### src/rtl/if_stage.sv
// ---------------------------------------------------------------------------
// if_stage -- instruction fetch stage with a single-outstanding-request
// memory interface and an IF/ID pipeline register.
//
// Ports
//   clk, reset          rising-edge clock, asynchronous active-high reset
//   stall               decode hazard hold; IF/ID keeps its contents
//   redirect_valid/_pc  taken branch/jump; flushes IF/ID, restarts fetch
//   imem_req_*          fetch request (valid/ready handshake, word address)
//   imem_rsp_*          instruction return for the outstanding request
//   if_id_pc/_instr/_valid  IF/ID register seen by decode
//   fetch_misaligned    sticky flag for a misaligned redirect target
//
// Configuration macro: IF_MISALIGN_TRAP_EN
//   defined   : a redirect to a non word-aligned target sets fetch_misaligned
//               and stops all further fetch requests until reset.
//   undefined : redirect_pc[1:0] is ignored (forced to 0), flag tied low.
// ---------------------------------------------------------------------------
module if_stage #(
    parameter logic [31:0] RESET_PC = 32'h0000_0000
) (
    input  logic        clk,
    input  logic        reset,
    input  logic        stall,
    input  logic        redirect_valid,
    input  logic [31:0] redirect_pc,
    output logic        imem_req_valid,
    input  logic        imem_req_ready,
    output logic [31:0] imem_req_addr,
    input  logic        imem_rsp_valid,
    input  logic [31:0] imem_rsp_data,
    output logic [31:0] if_id_pc,
    output logic [31:0] if_id_instr,
    output logic        if_id_valid,
    output logic        fetch_misaligned
);

    localparam logic [31:0] NOP = 32'h0000_0013;

    typedef enum logic [1:0] {
        S_FETCH,  // issue a request
        S_WAIT,   // one request outstanding
        S_HOLD,   // response parked while decode is stalled
        S_DROP    // waiting to swallow the response of a killed request
    } state_t;

    state_t      state_q, state_d;
    logic [31:0] pc_q, req_pc_q;
    logic [31:0] hold_pc_q, hold_instr_q;
    logic [31:0] if_pc_q, if_instr_q;
    logic        if_vld_q;

    logic        req_v, accept;
    logic        deliver, capture;
    logic [31:0] del_pc, del_instr;
    logic [31:0] redir_tgt;
    logic        halt;

`ifdef IF_MISALIGN_TRAP_EN
    logic        mis_q;

    assign redir_tgt = redirect_pc;
    assign halt      = mis_q;

    always_ff @(posedge clk or posedge reset) begin
        if (reset)
            mis_q <= 1'b0;
        else if (redirect_valid && (redirect_pc[1:0] != 2'b00))
            mis_q <= 1'b1;
    end

    assign fetch_misaligned = mis_q;
`else
    assign redir_tgt        = redirect_pc & 32'hFFFF_FFFC;
    assign halt             = 1'b0;
    assign fetch_misaligned = 1'b0;
`endif

    // Request: always in FETCH (unless trapped); in WAIT only when the
    // current response is consumed this cycle, which keeps the pipe full
    // at one instruction per cycle without ever having two in flight.
    always_comb begin
        req_v = 1'b0;
        if (!redirect_valid) begin
            case (state_q)
                S_FETCH: req_v = !halt;
                S_WAIT:  req_v = imem_rsp_valid && !stall;
                default: req_v = 1'b0;
            endcase
        end
    end

    assign accept         = req_v && imem_req_ready;
    assign imem_req_valid = req_v;
    assign imem_req_addr  = pc_q;

    always_comb begin
        state_d   = state_q;
        deliver   = 1'b0;
        capture   = 1'b0;
        del_pc    = hold_pc_q;
        del_instr = hold_instr_q;
        case (state_q)
            S_FETCH: if (accept) state_d = S_WAIT;
            S_WAIT: begin
                if (imem_rsp_valid) begin
                    if (stall) begin
                        capture = 1'b1;
                        state_d = S_HOLD;
                    end else begin
                        deliver   = 1'b1;
                        del_pc    = req_pc_q;
                        del_instr = imem_rsp_data;
                        state_d   = accept ? S_WAIT : S_FETCH;
                    end
                end
            end
            S_HOLD: begin
                if (!stall) begin
                    deliver = 1'b1;
                    state_d = S_FETCH;
                end
            end
            S_DROP: if (imem_rsp_valid) state_d = S_FETCH;
            default: state_d = S_FETCH;
        endcase

        // Redirect wins over everything; a request still in flight with no
        // response yet must be drained in DROP so its data is never used.
        if (redirect_valid) begin
            deliver = 1'b0;
            capture = 1'b0;
            case (state_q)
                S_WAIT:  state_d = imem_rsp_valid ? S_FETCH : S_DROP;
                S_DROP:  state_d = S_DROP;
                default: state_d = S_FETCH;
            endcase
        end
    end

    always_ff @(posedge clk or posedge reset) begin
        if (reset) begin
            state_q      <= S_FETCH;
            pc_q         <= RESET_PC;
            req_pc_q     <= 32'h0;
            hold_pc_q    <= 32'h0;
            hold_instr_q <= 32'h0;
            if_pc_q      <= 32'h0;
            if_instr_q   <= NOP;
            if_vld_q     <= 1'b0;
        end else begin
            state_q <= state_d;

            if (redirect_valid) begin
                pc_q <= redir_tgt;
            end else if (accept) begin
                pc_q     <= pc_q + 32'd4;
                req_pc_q <= pc_q;
            end

            if (redirect_valid) begin
                hold_pc_q    <= 32'h0;
                hold_instr_q <= 32'h0;
            end else if (capture) begin
                hold_pc_q    <= req_pc_q;
                hold_instr_q <= imem_rsp_data;
            end

            // Unstalled cycle with nothing to deliver inserts a bubble.
            if (redirect_valid) begin
                if_vld_q <= 1'b0;
            end else if (!stall) begin
                if_vld_q <= deliver;
                if (deliver) begin
                    if_pc_q    <= del_pc;
                    if_instr_q <= del_instr;
                end
            end
        end
    end

    assign if_id_pc    = if_pc_q;
    assign if_id_instr = if_instr_q;
    assign if_id_valid = if_vld_q;

endmodule

### config.mk
export PLATFORM = sky130hd
export DESIGN_NAME = if_stage
export DESIGN_NICKNAME = d
export VERILOG_FILES = /design/src/rtl/if_stage.sv
export SDC_FILE = /design/constraint.sdc
export NUM_CORES = 1
export LEC_CHECK = 0
export ABC_AREA = 0
export CORE_AREA = 2 2 150 152
export CTS_BUF_LIST = sky130_fd_sc_hd__clkbuf_4
export CTS_CLUSTER_DIAMETER = 40
export CTS_CLUSTER_SIZE = 12
export DETAILED_ROUTE_END_ITERATION = 10
export DIE_AREA = 0 0 152 154
export SETUP_SLACK_MARGIN = 0.2
export SLEW_MARGIN = 20
export SYNTH_ARGS = -nofsm -noshare
export SYNTH_HDL_FRONTEND = slang
export SYNTH_SLANG_ARGS = --single-unit
### constraint.sdc
create_clock -name clk -period 8.8 [get_ports clk]
set_input_delay 1.76 -clock clk [delete_from_list [all_inputs] [get_ports clk]]
set_output_delay 1.76 -clock clk [all_outputs]
set_load 0.03 [all_outputs]
==> results.toml <==
[cts]
cts_inserted_buffers = 17
clock-sinks = 189
clk_pin_slew_ps = 150
ctsHoldBuffers = 0
htreeDepth = 4
clk_latency_ps = 560
ctsResizeCount = 0
tritoncts = "yes"
root_buffer = "clkbuf_4"
postCtsSetupBuffers = 0
clk_path_buf_depth = 2

[logic_synthesis]
synth_area_um2 = 8590
netlist_top_cells_area = "dfrtp_1, mux2i_1, a21oi_1"
yosysWarnings = 0
async_flop_share_pct = 100
synth_flop_cell = "dfrtp_1"
synth_cell_types = 59
netlist.area_leader.share_pct = 54.2
synthTopCellsByCount = "dfrtp_1, a21oi_1, nand2_1"
synth_area_leader_cell = "dfrtp_1"
yosysMostFrequentCell = "dfrtp_1"
ys_seq_elements = 189
syn_avg_cell_area_um2 = 10.4
ys_seq_area_share_pct = 55.1
post_synth_inst_count = 828
synth_edf_count = 0

[detailed_routing]
wl_per_cell_um = 17.5
postRouteAntennaNets = 0
wl_um = 21900
drt-vias-per-instance = 5.32
vias = 6665
firstDrtPassIters = 4
drt_first_iter_violations = 394
drc = 0

[sta]
fmax_mhz = 185
rsz0062_at_grt = "false"
setup_viol = 0
slew_headroom_pct = 29.3
worstMarginPinSlew_ps = 1060
slew_violations = 0
period_minus_slack_ps = 5400
hold_ws_ps = 498
min_period_over_period_pct = 61.4
finalClockSkew_ps = 23.7
setup_tns_ps = 0
hold_violations = 0

[pwr]
ir_drop_v = 0.000109
leakagePower_nw = 4.37
cellPowerDensity_nw_per_um2 = 293

[global_route]
grt.overflow.total = 0
grt_pass1_vias = 6563
grt_antenna_before_repair = 1
grt_max_degree = 113
grt_usage_pct = 18.9
grt_pass1_wl_um = 35800

[floorplanning]
core-area_um2 = 21700
die-height_um = 154
start_util_pct = 39.6
placementRows = 54
io_pins = 169
die_w_um = 152
dieArea_um2 = 23400

[cells_and_area]
syn_to_final_growth_pct = 24.2
final_layout_size_suffix_gt1_share_pct = 8.33
layout.nets = 1034

[run_status]
outcome = "finished, final reports clean"

[setup_path]
crit_path_frequent_cell = "clkdlybuf4s50_1"
worst_setup_path_start_kind = "input port"
critical_path_required_ps = 7040
cp-startpoint = "stall"
path_cells = "clkdlybuf4s50_1 > nand3b_1 > a21oi_1 > clkdlybuf4s50_1"
r2r-start = "state_q[1]$_DFFE_PP0P_"
critPathArrivalTime_ps = 3640
critPathMaxFanout = 6
critPathTopFamily = "buffers and inverters"
path_buf_inv = 2
crit_type = "in2out"
endpoint_kind = "output port"
critPathMaxStageDelay_ps = 700
critPathSlowestCell = "clkdlybuf4s50_1"

[hold_path]
holdCritStartpoint = "if_id_valid$_DFFE_PP0P_"
worstHoldPathType = "reg2reg"

[placement]
dpl.hpwl_um = 14300
place.gp.congestion = 0.825
port-buffer-count = 163

[job]
maxCapViolations = 0
## worst reg2reg max path: stages (launching register included)
cell	delay, ps
dfrtp_1	420
inv_1	100
ha_1	310
and2_4	200
buf_4	810
nand2_1	480
buf_4	360
and3_1	220
## power by group
part	switching [mW]	total [mW]	internal (mW)
logic	0.766	1.33	0.561
registers	0.184	1.32	1.13
clock network	0.312	0.485	0.173
## cell type report
class                           count  area (um2)
Clock buffer                       17         128
Inverter                           16        67.6
Multi-Input combinational cell    560        3510
Timing Repair Buffer              175        1720
Antenna cell                        1        2.50
Clock inverter                     15         163
Fill cell                        2050       11000
Tap cell                          280         350
Sequential cell                   189        4730
## cells by family after synthesis
group	after synthesis	synth area share [%]
AOI/OAI and AO/OA	214	15.6
xor gates and xnor gates	7	0.714
adders and majority gates	5	0.728
buffers and inverters	81	4.43
DFF	189	55.1
muxes	84	10.1
other	1	0.0436
and+or+nand+nor	247	13.4
## flip-flops by register name, indices dropped and copies added (netlist names)
signal and cells:
hold_instr_q 32, if_id_instr 32, hold_pc_q 31, if_id_pc 31
imem_req_addr 30, req_pc_q 30, state_q 2, if_id_valid 1
## layout by cell type (no fill, tap or decap), drive strengths merged, types with 4 or more instances in the layout
| cell | instances |
|---|---|
| and4 | 6 |
| or4 | 14 |
| a21oi | 98 |
| mux2 | 21 |
| ha | 5 |
| buf | 13 |
| mux2i | 63 |
| o21ai | 27 |
| clkbuf | 17 |
| nand4 | 13 |
| dfrtp | 186 |
| nor2 | 83 |
| o211ai | 7 |
| clkdlybuf4s50 | 162 |
| a31oi | 17 |
| nand2 | 94 |
| nand3 | 16 |
| o2111ai | 4 |
| inv | 21 |
| a22o | 30 |
| clkinvlp | 6 |
| xor2 | 4 |
| o31ai | 9 |
## metrics by stage
step / total power, mW / utilization, % / cells / area (um2) / setup slack (ps)
after CTS: 3.17 / 49.2 / 1252 / 10700 / 3410
after floorplan: 2.14 / - / 830 / 8600 / 1900
after global routing: 3.33 / 49.2 / 1253 / 10700 / 3300
final: 3.13 / 49.2 / 1253 / 10700 / 3400
after detailed placement: 2.68 / 47.8 / 1220 / 10400 / 3440
after global placement: 2.66 / 47.8 / 1220 / 10400 / 3370
## path summary, 6_finish.rpt
path                                          endpoint  slack (ps)  cells past startpoint
max in group asynchronous  if_id_instr[27]$_DFFE_PP0P_        5510                      3
min in group asynchronous  if_id_instr[14]$_DFFE_PP0P_        1710                      2
min                            if_id_valid$_DFFE_PP0P_         500                      1
min reg2reg                    if_id_valid$_DFFE_PP0P_         500                      1
max reg2reg                   hold_pc_q[1]$_DFFE_PP0P_        5820                      7
max                                     imem_req_valid        3400                      4
## metal layers
layer	track usage, %	wire length [um]	vias to the layer above
met3	3.89	974	13
met1	27.7	10800	3241
met4	4.45	219	0
met2	28.9	9900	192
li1	-	-	3219
met5	0	0	-
Power figures use the tool's default switching activity.
